$ cat src/rtl/ce_pulse_gen_pkg.sv
// ce_pulse_gen shared definitions
// State encoding and default datapath width.
package ce_pulse_gen_pkg;

  localparam int DEFAULT_WIDTH = 16;

  typedef enum logic {
    IDLE = 1'b0,
    RUN  = 1'b1
  } state_t;

endpackage

$ cat src/rtl/ce_phase_counter.sv
// ce_phase_counter: loadable down-counter
// Counts cycles between CE pulses; zero flag marks a pulse slot.
module ce_phase_counter
  import ce_pulse_gen_pkg::*;
#(
  parameter int width = DEFAULT_WIDTH
) (
  input  logic             i_clk,
  input  logic             i_rst,
  input  logic             i_load,
  input  logic             i_en,
  input  logic [width-1:0] i_load_val,
  output logic             o_zero
);

  logic [width-1:0] r_cnt;

  // Load has priority; decrement saturates at zero.
  always_ff @(posedge i_clk) begin
    if (i_rst) begin
      r_cnt <= '0;
    end else if (i_load) begin
      r_cnt <= i_load_val;
    end else if (i_en && (r_cnt != '0)) begin
      r_cnt <= r_cnt - 1'b1;
    end
  end

  assign o_zero = (r_cnt == '0);

endmodule

$ cat src/rtl/ce_pulse_gen.sv
// ce_pulse_gen: programmable CE strobe sequencer
// Issues COUNT pulses spaced PERIOD cycles apart (COUNT=0: free-run).
module ce_pulse_gen
  import ce_pulse_gen_pkg::*;
#(
  parameter int width = DEFAULT_WIDTH
) (
  input  logic             CLK,
  input  logic             RESET,
  input  logic             START,
  input  logic             STOP,
  input  logic [width-1:0] PERIOD,
  input  logic [width-1:0] COUNT,
  output logic             CE,
  output logic             BUSY,
  output logic             DONE,
  output logic [width-1:0] PULSES
);

  state_t           r_state;
  state_t           w_state_nx;
  logic             r_ce;
  logic             w_ce_nx;
  logic             r_done;
  logic             w_done_nx;
  logic [width-1:0] r_pulses;
  logic [width-1:0] w_pulses_nx;
  logic [width-1:0] r_cnt;
  logic [width-1:0] w_cnt_nx;
  logic [width-1:0] r_per;
  logic [width-1:0] w_per_nx;
  logic [width-1:0] w_in_per;
  logic [width-1:0] w_ph_val;
  logic             w_ph_load;
  logic             w_ph_en;
  logic             w_ph_zero;
  logic             w_last;

  // Reload value is P'-1; a zero period behaves like one.
  assign w_in_per = (PERIOD == '0) ? '0 : PERIOD - 1'b1;

  // Final pulse of a bounded run was issued last cycle.
  assign w_last = r_ce && (r_cnt != '0) && (r_pulses == r_cnt);

  ce_phase_counter #(
    .width(width)
  ) u_phase (
    .i_clk     (CLK),
    .i_rst     (RESET),
    .i_load    (w_ph_load),
    .i_en      (w_ph_en),
    .i_load_val(w_ph_val),
    .o_zero    (w_ph_zero)
  );

  // Next-state and next-output decode.
  always_comb begin
    w_state_nx  = r_state;
    w_ce_nx     = 1'b0;
    w_done_nx   = 1'b0;
    w_pulses_nx = r_pulses;
    w_cnt_nx    = r_cnt;
    w_per_nx    = r_per;
    w_ph_load   = 1'b0;
    w_ph_en     = 1'b0;
    w_ph_val    = r_per;
    unique case (r_state)
      IDLE: begin
        if (START && !STOP) begin
          w_state_nx  = RUN;
          w_ce_nx     = 1'b1;
          w_pulses_nx = {{(width-1){1'b0}}, 1'b1};
          w_cnt_nx    = COUNT;
          w_per_nx    = w_in_per;
          w_ph_load   = 1'b1;
          w_ph_val    = w_in_per;
        end
      end
      RUN: begin
        if (STOP || w_last) begin
          w_state_nx = IDLE;
          w_done_nx  = 1'b1;
        end else if (w_ph_zero) begin
          if ((r_cnt == '0) || (r_pulses < r_cnt)) begin
            w_ce_nx     = 1'b1;
            w_pulses_nx = r_pulses + 1'b1;
            w_ph_load   = 1'b1;
          end else begin
            w_state_nx = IDLE;
            w_done_nx  = 1'b1;
          end
        end else begin
          w_ph_en = 1'b1;
        end
      end
      default: w_state_nx = IDLE;
    endcase
  end

  // State and output registers.
  always_ff @(posedge CLK) begin
    if (RESET) begin
      r_state  <= IDLE;
      r_ce     <= 1'b0;
      r_done   <= 1'b0;
      r_pulses <= '0;
      r_cnt    <= '0;
      r_per    <= '0;
    end else begin
      r_state  <= w_state_nx;
      r_ce     <= w_ce_nx;
      r_done   <= w_done_nx;
      r_pulses <= w_pulses_nx;
      r_cnt    <= w_cnt_nx;
      r_per    <= w_per_nx;
    end
  end

  assign CE     = r_ce;
  assign BUSY   = (r_state == RUN);
  assign DONE   = r_done;
  assign PULSES = r_pulses;

endmodule

$ cat config.mk
export PLATFORM = sky130hd
export DESIGN_NAME = ce_pulse_gen
export DESIGN_NICKNAME = d
export VERILOG_FILES = /design/src/rtl/ce_pulse_gen_pkg.sv /design/src/rtl/ce_phase_counter.sv /design/src/rtl/ce_pulse_gen.sv
export SDC_FILE = /design/constraint.sdc
export NUM_CORES = 1
export LEC_CHECK = 0
export ABC_AREA = 1
export BUFFER_PORTS_ARGS = -buffer_cell sky130_fd_sc_hd__buf_2
export CAP_MARGIN = 0
export CORE_MARGIN = 10
export CORE_UTILIZATION = 52
export CTS_CLUSTER_SIZE = 24
export DETAILED_ROUTE_END_ITERATION = 7
export HOLD_SLACK_MARGIN = 0.08
export PLACE_DENSITY = 0.83
export SLEW_MARGIN = 20
export SYNTH_ARGS = -nofsm -noshare
export SYNTH_HDL_FRONTEND = slang
export SYNTH_SLANG_ARGS = --single-unit
$ cat constraint.sdc
create_clock -name CLK -period 1.68 [get_ports CLK]
set_input_delay 0.084 -clock CLK [delete_from_list [all_inputs] [get_ports CLK]]
set_output_delay 0.084 -clock CLK [all_outputs]
set_load 0.005 [all_outputs]
==> results.txt <==
Overall Global Routing Usage = 0.250
Cell Chain, Critical Path = nor2_1, nand3_1, nor2_1, nand2_2, o21ai_2, nand3_4, buf_8, buf_12, o21ai_4, nor2_1
DRT iter0 DRCs = 720
Final hold violation count = 0
Post-synthesis sequential area ratio = 0.329
EDFF count, synth = 0
CP max-delay cell = dfxtp_1
Crit path max fanout = 6
CP arrival = 2.45 ns
Slew @ Worst Pin = 0.839 ns
Fill cells = 434
Failing checks = DRC, setup timing
Root Buffer = clkbuf_8
R2R Path Start = u_phase.r_cnt[8]$_SDFFE_PP0P_
Syn Nets = 647
Row cnt = 32
Switch Pwr = 2.07 mW
Pins over their slew limit = 0
Hold Path Class = in2reg
Max-cap viol count = 0
Post-route ant nets = 0
Final WL = 17.3 mm
Status = complete, but fails checks
Static leakage = 2.83 nW
Largest net degree at the start of global routing = 21
Die X-Extent = 109 um
Setup ws final = -0.529 ns
Crit-path max cell delay = 0.36 ns
Setup TNS = -15.57 ns
First-pass iteration count of the detailed router = 8
Cell family with most CP delay = simple AND/OR/NAND/NOR gates
Buf/Inv on CP = 2
Top-area cell type share of the netlist area = 0.329
Layout cells sized above 1 = 0.452
FMAX = 453 MHz
Vias in the first global route = 5093
IO Pins = 55
Worst-path clk slew = 0.09 ns
Hold Startpoint = PERIOD[0]
CTS tree = built
Nature of the critical path endpoint = register
Avg Cell Area, Syn = 6.90 um2
Cells after synthesis = 591
Die Height = 109 um
VDD IR-drop max = 699 uV
Clock Power Share = 0.288
Commonest cells after routing, fill and taps aside = 91 x nand2_1, 80 x buf_4, 66 x nor2_1
Switching part of the total power = 0.372
CP dominant cell by count = nor2_1
Share of power burned in registers = 0.319
R2R depth = 10
Worst skew pair latency = 0.37 ns
Via count = 5163
Setup violators final = 48
Hold Path Stages = 4
Tmin final = 2.21 ns
Drt drc = 4
DR vias/cell = 6.01
Layout Nets = 808
CTS H-tree depth = 3
Final GP Congestion = 0.902
R2r endpoint = u_phase.r_cnt[6]$_SDFFE_PP0P_
Core area = 7690 um2
Clk buf depth = 2
CP startpoint = u_phase.r_cnt[8]$_SDFFE_PP0P_
Slew HR = 0.440
Grt ovf = 0
Dominant cell type by area after synthesis = dfxtp_1
Number of diodes = 0
IO buf count = 54
Yosys warns = 0
WS Path Type = reg2reg
Hold slack = 0.122 ns
CP Depth = 10
Commonest non-fill, non-tap cell in the layout = nand2_1
Syn-to-layout area delta = 53.5%
Unrepaired setup endpoints after global routing = yes
Initial antenna violation count = 0
Synth top area cells = dfxtp_1 33%, nand2_1 12%, inv_1 6.8%
Final Cycle Share = 1.31
Post-synthesis register bit count = 67
Internal reg-to-reg setup slack = -0.53 ns
HPWL after DPL = 9.02 mm
Req. time, crit path = 1.92 ns
Comb pwr share = 0.392
CTS sink count = 67
Critical Path Source Type = register
Async S/R FF share, synth = 0
First-pass GRT wire length = 23.7 mm
Synth cell types = 40
WL per Instance = 20.1 um
Netlist Area Pre-Place = 4080 um2
TritonCTS Buffers = 9
Hold endpoint = r_per[0]$_SDFF_PP0_
Cell Pwr Density = 887 nW/um2
Internal = 3.48 mW
Initial Util = 0.530
Ys flop type = dfxtp_1
Die area = 11800 um2
Clk_skew = 0.0244 ns
==> Yosys cell counts, drive strengths merged, types with 2 or more instances <==
cell / count
a21oi: 36
and2: 2
buf: 9
clkbuf: 7
dfxtp: 67
ha: 20
inv: 82
nand2: 136
nand3: 45
nand4: 14
nor2: 81
nor3: 15
o21a: 2
o21ai: 38
o21bai: 2
o22ai: 4
xnor2: 5
xor2: 18
==> power by group through the flow <==
stage,Sequential [mW],Combinational (mW),Clock (mW)
floorplan,1.79,0.874,0
global placement,1.78,1.39,0
detailed placement,1.79,1.44,0
CTS,1.76,1.70,1.57
global route,1.78,2.27,1.66
finish,1.77,2.18,1.60
==> tightest hold or removal path, delay by kind of cell <==
family                 cells  cell delay [ns]
buffers and inverters      2             0.17
and+or+nand+nor            1             0.08
AOI/OAI and AO/OA          1             0.09
==> sequential cells by signal (all words and copies together), names as in the netlist <==
| name | flops |
|---|---|
| PULSES | 16 |
| r_cnt | 16 |
| r_per | 16 |
| BUSY | 1 |
| u_phase.r_cnt | 16 |
| DONE | 1 |
| CE | 1 |
==> layout make-up <==
class	count	area [um2]	share of cell area
Multi-Input combinational cell	427	2930	0.468
Sequential cell	67	1370	0.220
Timing Repair Buffer	163	1240	0.198
Inverter	82	339	0.0542
Clock buffer	11	141	0.0226
Tap cell	102	128	0.0204
Clock inverter	5	85.1	0.0136
Timing Repair inverter	2	27.5	0.00440
==> logic make-up (layout without fill, tap and decap cells) <==
| family | count (synthesis) | after routing | share of synthesized area |
|---|---|---|---|
| xor+xnor | 23 | 23 | 0.0494 |
| flops | 67 | 67 | 0.329 |
| fa+ha+maj | 20 | 20 | 0.0614 |
| compound gates | 87 | 87 | 0.122 |
| simple gates | 296 | 297 | 0.340 |
| buf+inv | 98 | 263 | 0.0983 |
==> routing by layer <==
| metal | up-vias | global-route usage | share of wire |
|---|---|---|---|
| met2 | 430 | 0.441 | 0.47 |
| met3 | 141 | 0.0637 | 0.093 |
| met1 | 2355 | 0.261 | 0.36 |
| li1 | 2237 | - | - |
| met4 | 0 | 0.155 | 0.079 |
| met5 | - | 0 | 0 |
==> worst max path at each step <==
stage                                     end  slack [ns]
2_1_floorplan   u_phase.r_cnt[5]$_SDFFE_PP0P_       -0.13
3_3_place_gp           PULSES[3]$_SDFFE_PP0P_       -0.29
3_5_place_dp           PULSES[6]$_SDFFE_PP0P_       -0.43
4_1_cts        u_phase.r_cnt[14]$_SDFFE_PP0P_       -0.30
5_1_grt         u_phase.r_cnt[9]$_SDFFE_PP0P_       -0.56
6_report        u_phase.r_cnt[6]$_SDFFE_PP0P_       -0.53
==> metrics by stage <==
step | cells | setup WS (ns) | total power [mW] | area (um2) | utilization
2_1_floorplan | 591 | -0.131 | 2.66 | 4150 | -
3_3_place_gp | 807 | -0.291 | 3.17 | 5020 | 0.653
3_5_place_dp | 807 | -0.428 | 3.22 | 5020 | 0.653
4_1_cts | 849 | -0.297 | 5.02 | 5860 | 0.762
5_1_grt | 859 | -0.559 | 5.71 | 6260 | 0.814
6_report | 859 | -0.529 | 5.55 | 6260 | 0.814
==> what timing repair did <==
item | in CTS | in global routing
endpoints found under the hold margin | 17 | 0
hold buffers | 17 | 0
pin swaps | 36 | 26
setup buffers | 6 | 10
gates cloned | 3 | 1
endpoints found under the setup margin | 35 | 44
gates resized for setup | 90 | 87
Note: power is estimated with default switching activity, not from simulation.
